--- config.mk ---
export PLATFORM = sky130hd
export DESIGN_NAME = oqpsk_channel_sequencer
export DESIGN_NICKNAME = d
export VERILOG_FILES = /design/src/rtl/oqpsk_channel_sequencer.sv
export SDC_FILE = /design/constraint.sdc
export NUM_CORES = 1
export LEC_CHECK = 0
export BUFFER_PORTS_ARGS = -buffer_cell sky130_fd_sc_hd__buf_2
export CAP_MARGIN = 0
export CORE_UTILIZATION = 54
export CTS_CLUSTER_SIZE = 24
export DETAILED_ROUTE_END_ITERATION = 10
export GPL_ROUTABILITY_DRIVEN = 0
export PLACE_DENSITY = 0.92
export SLEW_MARGIN = 20
export SYNTH_ARGS = -nofsm -noshare
export SYNTH_HDL_FRONTEND = slang
export SYNTH_SLANG_ARGS = --single-unit
--- constraint.sdc ---
create_clock -name aclk -period 2.35 [get_ports aclk]
set_input_delay 0.235 -clock aclk [delete_from_list [all_inputs] [get_ports aclk]]
set_output_delay 0.235 -clock aclk [all_outputs]
set_load 0.005 [all_outputs]
--- src/rtl/oqpsk_channel_sequencer.sv ---
// Per-channel bit/sample sequencer for the OQPSK transmit path.
// Channel k lags channel 0 by k*OFFSET_SAMPLES sample ticks.
module oqpsk_channel_sequencer #(
  parameter int NUM_CHANNELS = 2,
  parameter int SAMPLES_PER_SYMBOL = 4,
  parameter int C_S00_AXIS_TDATA_WIDTH = 16,
  parameter int OFFSET_SAMPLES = 2,
  localparam int BITS = C_S00_AXIS_TDATA_WIDTH / NUM_CHANNELS,
  localparam int CW = $clog2(BITS),
  localparam int SW = $clog2(SAMPLES_PER_SYMBOL)
) (
  input  logic                       aclk,
  input  logic                       sreset,
  input  logic                       start_fsms,
  input  logic                       sample_en,
  input  logic [NUM_CHANNELS-1:0]    last_packet,
  output logic [NUM_CHANNELS*CW-1:0] data_counter_out,
  output logic [NUM_CHANNELS*SW-1:0] sample_counter_out,
  output logic [NUM_CHANNELS*2-1:0]  channel_state_out,
  output logic [NUM_CHANNELS-1:0]    receive_data,
  output logic                       end_of_transmission
);

  localparam int MAX_LAG = (NUM_CHANNELS - 1) * OFFSET_SAMPLES;
  localparam int OW = (MAX_LAG > 1) ? $clog2(MAX_LAG) : 1;
  localparam int SPS = SAMPLES_PER_SYMBOL;

  typedef enum logic [1:0] {
    IDLE     = 2'd0,
    OFFSET   = 2'd1,
    TRANSMIT = 2'd2,
    DONE     = 2'd3
  } state_t;

  logic [NUM_CHANNELS-1:0] idle_vec;
  logic [NUM_CHANNELS-1:0] done_vec;
  logic                    all_idle;
  logic                    all_done;
  logic                    start_go;

  assign all_idle = &idle_vec;
  assign all_done = &done_vec;
  assign start_go = start_fsms && all_idle;

  always_comb begin
    end_of_transmission = all_done;
  end

  for (genvar k = 0; k < NUM_CHANNELS; k++) begin : g_ch
    localparam int LAG = k * OFFSET_SAMPLES;
    localparam int LAG_END = (LAG > 0) ? LAG - 1 : 0;

    state_t          state;
    state_t          next_state;
    logic [CW-1:0]   dcnt;
    logic [SW-1:0]   scnt;
    logic [OW-1:0]   ocnt;
    logic            last_sample;
    logic            finish;
    logic            lag_hit;
    logic            req;

    assign last_sample = (state == TRANSMIT) && sample_en
                      && (dcnt == CW'(BITS - 1))
                      && (scnt == SW'(SPS - 1));
    assign finish  = last_sample && last_packet[k];
    assign lag_hit = sample_en && (ocnt == OW'(LAG_END));

    always_ff @(posedge aclk) begin
      if (sreset) state <= IDLE;
      else        state <= next_state;
    end

    always_comb begin
      next_state = state;
      unique case (state)
        IDLE: begin
          if (start_go)
            next_state = (LAG == 0) ? TRANSMIT : OFFSET;
        end
        OFFSET: begin
          if (lag_hit) next_state = TRANSMIT;
        end
        TRANSMIT: begin
          if (finish) next_state = DONE;
        end
        DONE: begin
          if (all_done) next_state = IDLE;
        end
      endcase
    end

    always_comb begin
      req = last_sample && !last_packet[k];
    end

    // Counters hold through DONE and are zeroed on the way back to IDLE.
    always_ff @(posedge aclk) begin
      if (sreset) begin
        dcnt <= '0;
        scnt <= '0;
        ocnt <= '0;
      end else if (start_go || (state == DONE && all_done)) begin
        dcnt <= '0;
        scnt <= '0;
        ocnt <= '0;
      end else if (sample_en) begin
        if (state == OFFSET) begin
          ocnt <= lag_hit ? '0 : ocnt + 1'b1;
        end else if (state == TRANSMIT && !finish) begin
          if (scnt == SW'(SPS - 1)) begin
            scnt <= '0;
            dcnt <= (dcnt == CW'(BITS - 1)) ? '0 : dcnt + 1'b1;
          end else begin
            scnt <= scnt + 1'b1;
          end
        end
      end
    end

    assign idle_vec[k] = (state == IDLE);
    assign done_vec[k] = (state == DONE);
    assign receive_data[k] = req;
    assign channel_state_out[2*k +: 2] = state;
    assign data_counter_out[k*CW +: CW] = dcnt;
    assign sample_counter_out[k*SW +: SW] = scnt;
  end

endmodule

==> results of run 1 <==
-- cells in the final DEF (no fill, tap or decap), types with 2 or more instances in the layout --
cell      Yosys  routed
o21ai_0       2       2
nor3_1        2       2
a21oi_1       6       6
buf_2         0      22
clkbuf_4      0       3
a21o_2        2       2
mux2i_1       7       7
nand2_1      11      11
nor2_1       17      17
ha_1         11      11
nand3_1       6       6
inv_1         3       3
dfxtp_1      16      16
-- registers in the layout, indices dropped and copies added, names as in the netlist --
register and flops:
g_ch.dcnt 6, g_ch.scnt 4, g_ch.state 4, g_ch.ocnt 2
-- cell families (layout without fill, tap and decap cells) --
group / after synthesis / in the layout / synth area share, %
adder cells (fa/ha/maj): 11 / 11 / 15.6
XOR/XNOR: 1 / 1 / 0.992
buffers and inverters: 7 / 29 / 3.82
multiplexers: 7 / 7 / 7.93
flip-flops: 16 / 16 / 36.3
AO/OA/AOI/OAI: 15 / 15 / 11.5
AND/OR/NAND/NOR: 44 / 44 / 23.9
-- path summary, 6_finish.rpt --
kind / from / to / cells past startpoint
worst max-delay path: g_ch[1].state[1] / g_ch[1].state[0] / 5
worst min-delay path: sreset / g_ch[0].state[0] / 2
worst max register to register: g_ch[1].state[1] / g_ch[1].state[0] / 5
worst min register to register: g_ch[0].ocnt / g_ch[0].ocnt / 2
-- per-layer routing --
metal  global-route usage, %  part of all wire (%)
met1                    23.3                    41
met2                    40.3                    50
met3                    7.76                   5.8
met4                    13.1                   2.6
met5                       0                     0
-- power by group --
part,switching (mW),internal [mW]
sequential,0.0308,0.297
clock,0.0900,0.0946
combinational,0.130,0.101
total,0.250,0.492
-- through the flow --
stage	utilization, %	hold slack (ns)
global placement	65.0	0.425
floorplan	-	0.304
global route	67.4	0.164
CTS	67.4	0.150
detailed placement	65.0	0.434
finish	67.4	0.162
-- cell type report --
class | instances | area [sq um]
Inverter | 3 | 11.3
Fill cell | 132 | 497
Clock buffer | 4 | 36.3
Multi-Input combinational cell | 78 | 529
Sequential cell | 16 | 320
Tap cell | 16 | 20.0
Timing Repair Buffer | 22 | 110
==> results.md, run 1 <==
* Status: completed
* Yosys Warn Count at 0
* H-tree levels at 1
* Initial Utilization at approximately 58%
* Pin count of the biggest net entering global routing at 13
* Post-synthesis cell area at 883 sq um
* Minimum clock period at 1.76 ns
* Syn Inst Count at between 100 and 150
* Synth top area cells: dfxtp_1, ha_1, mux2i_1, nor2_1, nand2_1
* DIE AREA at between 0.0015 and 0.002 sq mm
* Worst EP required at around 2.6 ns
* Final Hold Viols at 0
* Leakage at around 0.53 nW
* Startpoint types: flip-flop
* CTS tree: yes
* Worst Skew at roughly 0.0044 ns
* Pre-CTS setup slack at approximately 0.62 ns
* Critical path data arrival time at about 2.0 ns
* Gr usage total at a little under a quarter
* Drt first pass iters at 4
* Residual DRC at 0
* Slowest stage delay, CP at approximately 0.58 ns
* Top Family by Delay on Critical Path: compound AO/OA/AOI/OAI gates
* Synth Flop Type: dfxtp_1
* Finished layout cell area at 0.00103 sq mm
* Post-DP HPWL at around 1300 um
* Worst-path clk slew at approximately 0.090 ns
* Die Wd at around 42 um
* GRT Residual Overflow at 0
* Via density at a little under 6
* Top-area cell type share of the netlist area at 36.3%
* Setup TNS at 0 ns
* Placed Instances at around 140
* Nets at about 140
* CTS buffer count at 3
* DRT antenna net count at 0
* Max-cap violations at 0
* Synth cell count leaders: nor2_1, dfxtp_1, ha_1, nand2_1, mux2i_1
* Syn-to-layout area delta at 16.3%
* CP Cell Sequence: inv_1 -> ha_1 -> a222oi_1 -> a21oi_1 -> a211oi_1
* R2R Setup Slk at ~0.6 ns
* Final Setup Violations at 0
* Layout cells sized above 1 at between 20% and 30%
* CP Capture Type: flip-flop
* #FFs+latches synth at 16
* CTS sink cnt at 16
* Final Non-Filler Cells at ~140
* IO buf count at 22
* First-pass GRT wire length at between 3000 and 4000 um
* Postcts setup bufs at 0
* Unrepaired setup endpoints after global routing: false
* Core area at 0.00152 sq mm
* DRT iter0 DRCs at 29
* Post-cts resize count at 0
* Power Density at a little over 700 mW/mm^2
* Site row count at 14
* Peak VDD IR at 377 uV
* PnR worst setup slack at 0.595 ns
* ANT cells at 0
* Root buf cell: clkbuf_4
* IO Pins at 23
* Normalized max-slew margin at between 60% and 70%
* Synth cell types at 27
* Avg WL per Cell at around 13 um
* CTS Hold Bufs at 0
* Slowest CP cell: a222oi_1
* Vias in the first global route at roughly 790
* Final max-slew violation count at 0
* Initial antenna violation count at 0
* Post-Route WL at between 1500 and 2000 um
* Sequential fraction of the synthesis area at a little over a third
* Least-Margin Pin Slew at a little under 0.6 ns
* Post-synth EDFFs at 0
* Syn Area/Cell at around 8.7 sq um
* Bufs on Longest Clock Path at 2
* Post-DP Area at approximately 990 sq um
* Tightest Hold Check Type: in2reg
* Fin crit share at between 70% and 80%
* Total power at ~740 uW
* CP Buf/Inv Count at 1
* Synth Net Count at 118
* Count leader, synth: nor2_1
* Vias at about 800
* Worst-path fanout max at 5
* FFs w/ async S/R, synth at 0%
* Worst setup path class: reg2reg
* Worst skew pair latency at ~0.30 ns
* Die H at 42.4 um
* Post-synth top area cell: dfxtp_1
* Max Fclk at ~0.57 GHz
(Power assumes the default switching activity.)
==> run 2, diff against run 1 <==
--- a/config.mk
+++ b/config.mk
@@ -5,13 +5,14 @@
 export SDC_FILE = /design/constraint.sdc
 export NUM_CORES = 1
 export LEC_CHECK = 0
+export ABC_AREA = 1
 export BUFFER_PORTS_ARGS = -buffer_cell sky130_fd_sc_hd__buf_2
 export CAP_MARGIN = 0
-export CORE_UTILIZATION = 54
+export CORE_UTILIZATION = 46
 export CTS_CLUSTER_SIZE = 24
 export DETAILED_ROUTE_END_ITERATION = 10
 export GPL_ROUTABILITY_DRIVEN = 0
-export PLACE_DENSITY = 0.92
+export PLACE_DENSITY = 0.84
 export SLEW_MARGIN = 20
 export SYNTH_ARGS = -nofsm -noshare
 export SYNTH_HDL_FRONTEND = slang
==> constraint.sdc (replaced) <==
create_clock -name aclk -period 1.6 [get_ports aclk]
set_input_delay 0.16 -clock aclk [delete_from_list [all_inputs] [get_ports aclk]]
set_output_delay 0.16 -clock aclk [all_outputs]
set_load 0.005 [all_outputs]
==> results.md, run 2 <==
* CP Cell Sequence: ha_2 -> nand2_2 -> nor3_1 -> buf_2
* First-pass GRT wire length at 2730 um (-11%)
* Commonest non-fill, non-tap cell in the layout: nand2_1
* Layout cells sized above 1 at 28.7% (+3.5 points)
* Die H at 46.6 um (+9.8%)
* FFs w/ async S/R, synth at 0% (unchanged)
* Post-synth top area cell: dfxtp_1
* Synth top area cells: dfxtp_1, ha_1, nand2_1, a21oi_1, nor2_1
* Slowest stage delay, CP at 0.43 ns (-0.15 ns)
* Minimum clock period at 1.50 ns
* Startpoint types: flip-flop
* Hold_ws at 0.0282 ns (-0.134 ns)
* Vias at 849 (+5.5%)
* Initial antenna violation count at 0 (unchanged)
* Critical path origin: g_ch[1].state[1]
* Worst skew pair latency at 0.29 ns (about the same)
* Compound-Gate Fraction of Synth Area at 10.8% (-0.68 points)
* DRT iter0 DRCs at 6 (-79%)
* Initial Utilization at 50.8% (-7.1 points)
* Leakage at 0.538 nW (+1.1%)
* Least-Margin Pin Slew at 0.294 ns (-0.291 ns)
* Status: completed
* Placed Instances at 171 (+27%)
* Syn Area/Cell at 7.33 sq um (-16%)
* Pre-CTS setup slack at 0.156 ns (-0.460 ns)
* ANT cells at 0 (unchanged)
* Fraction of the mapped netlist area in adder cells at 15.0% (-0.55 points)
* Worst-path clk slew at 0.10 ns (about the same)
* IO buf count at 22 (unchanged)
* Largest Register: g_ch.dcnt
* Worst Reg2Reg Path Length in Cells at 8 (+3)
* Power Density at 1020 mW/mm^2 (+41%)
* CP Capture Type: output pin
* Worst Skew at 0.000934 ns (-0.00348 ns)
* Max-cap violations at 0 (unchanged)
* CTS tree: yes
* Worst setup path class: reg2out
* DRT antenna net count at 0 (unchanged)
* Max Fclk at between 0.6 and 0.7 GHz
* Met3 wire length at 77 um (-24%)
* Largest family of logic cells by synthesized area: simple AND/OR/NAND/NOR gates
* Root buf cell: clkbuf_4
* Unrepaired setup endpoints after global routing: false
* H-tree levels at 1 (unchanged)
* Site row count at 15 (+1)
* Pin count of the biggest net entering global routing at 13 (unchanged)
* Residual DRC at 0 (unchanged)
* RR Endpoint: g_ch[0].dcnt[1]
* Sequential fraction of the synthesis area at 35.0% (-1.3 points)
* Slowest CP cell: dfxtp_1
* Final Setup Violations at 0 (unchanged)
* PnR worst setup slack at 0.100 ns (-0.494 ns)
* Critical path destination: receive_data[1]
* Fin crit share at approximately 94%
* CTS Hold Bufs at 0 (unchanged)
* Peak VDD IR at 571 uV (+51%)
* Post-DP Area at 0.00105 sq mm (+6.2%)
* IO Pins at 23 (unchanged)
* #FFs+latches synth at 16 (unchanged)
* Finished layout cell area at 0.00110 sq mm (+7.6%)
* Top Family by Delay on Critical Path: flip-flops
* Count leader, synth: nand2_1
* Core area at 0.00180 sq mm (+18%)
* Nets at 168 (+19%)
* Critical path data arrival time at 1.34 ns (-0.64 ns)
* GRT Residual Overflow at 0 (unchanged)
* Normalized max-slew margin at 80.4% (+19 points)
* Gr usage total at 17.7% (-5.2 points)
* Post-Route Utilization at 61.3% (-6.1 points)
* Most frequent cells in the layout: nand2_1, buf_2, nor2_1
* Post-synthesis cell area at 916 sq um (+3.7%)
* Final Non-Filler Cells at 175 (+26%)
* Vias in the first global route at 671 (-15%)
* Bufs on Longest Clock Path at 2 (unchanged)
* WHS Path Cells at 2 (unchanged)
* Mux share of post-synthesis cell area at 0% (-7.9 points)
* CTS buffer count at 3 (unchanged)
* Synth Net Count at 142 (+20%)
* Post-DP HPWL at 1360 um (+2.9%)
* DIE AREA at 0.00217 sq mm (+21%)
* Synth cell types at 18 (-33%)
* Critical Path Stages at 4 (-1)
* Tightest Hold Check Type: in2reg
* CP Buf/Inv Count at 1 (unchanged)
* Post-synth EDFFs at 0 (unchanged)
* Total power at 1.13 mW (+52%)
* Metal2 WL at 831 um (-5.4%)
* Die Wd at 46.6 um (+9.8%)
* Reg2reg start: g_ch[0].dcnt[0]
* Syn-to-layout area delta at 20.6%
* Via density at 4.85 (-16%)
* Final Hold Viols at 0 (unchanged)
* Final max-slew violation count at 0 (unchanged)
* Regs by FF count: g_ch.dcnt: 6 flops, g_ch.scnt: 4 flops, g_ch.state: 4 flops
* M1 WL at 851 um (+18%)
* Top-area cell type share of the netlist area at 35.0% (-1.3 points)
* Post-Synth Simple-Gate Area at 30.7% (+6.8 points)
* Synth Flop Type: dfxtp_1
* CTS sink cnt at 16 (unchanged)
* Post-Route WL at 1780 um (+1.7%)
* Worst-path fanout max at 5 (unchanged)
* R2R Setup Slk at 0.15 ns (-0.44 ns)
* Drt first pass iters at 4 (unchanged)
* Max reg flops at 6 (unchanged)
* Worst EP required at 1.44 ns (-1.13 ns)
* Post-synthesis xor/xnor area fraction at 0.956% (-0.035 points)
* Setup TNS at 0 ns (unchanged)
* Avg WL per Cell at 10.1 um (-19%)
* Synth cell count leaders: nand2_1, dfxtp_1, nor2_1
* Syn Inst Count at 125 (+24%)
* Yosys Warn Count at 0 (unchanged)
* Highest routed layer: met4
[run 2: cell count changes after synthesis, moves of 3 or more]
cell     before  now
a21oi_1       6   14
inv_1         3   13
mux2i_1       7    0
nand2_1      11   28
nand2_2       0    3
nand3_1       6   10
[run 2: worst reg2reg max path, stage by stage (launching register included)]
cell	delay [ns]
dfxtp_2	0.35
ha_1	0.20
ha_2	0.18
nand2_1	0.10
inv_1	0.08
a21oi_4	0.20
nand2_1	0.12
nand2_1	0.08
a21oi_1	0.05
[run 2: kinds of logic after synthesis]
logic type      after synthesis
compound gates               17
fa+ha+maj                    11
flops                        16
xor+xnor                      1
buf+inv                      16
simple gates                 64
[run 2: how the worst min path moves through the flow]
stage	to	startpoint	slack [ns]
after floorplan	g_ch[0].state[0]	sreset	0.23
after global placement	g_ch[0].state[0]	sreset	0.33
after detailed placement	g_ch[0].state[0]	sreset	0.34
after CTS	g_ch[0].state[0]	sreset	0.02
after global routing	g_ch[0].state[0]	sreset	0.03
final	g_ch[0].state[0]	sreset	0.03
[run 2: final cells by class]
class | instances | area (sq um)
multi-input combinational | 93 | 539
sequential | 16 | 324
tap | 25 | 31.3
clock buffer | 4 | 36.3
timing repair buffer | 24 | 125
fill | 177 | 697
inverter | 13 | 48.8
[run 2: per-layer routing]
metal	vias up	track usage, %
met1	370	22.4
met3	2	5.88
li1	457	-
met4	0	5.14
met5	-	0
met2	20	28.3
[run 2: repair_timing]
action                     4_1_cts  5_1_grt
setup endpoints to repair        0        2
setup buffers                    0        0
resized for setup                0        8
[run 2: where the power goes]
part,switching (mW),internal (mW),total [mW]
registers,0.0465,0.438,0.484
logic,0.219,0.150,0.369
clock network,0.135,0.139,0.273
total,0.401,0.726,1.13
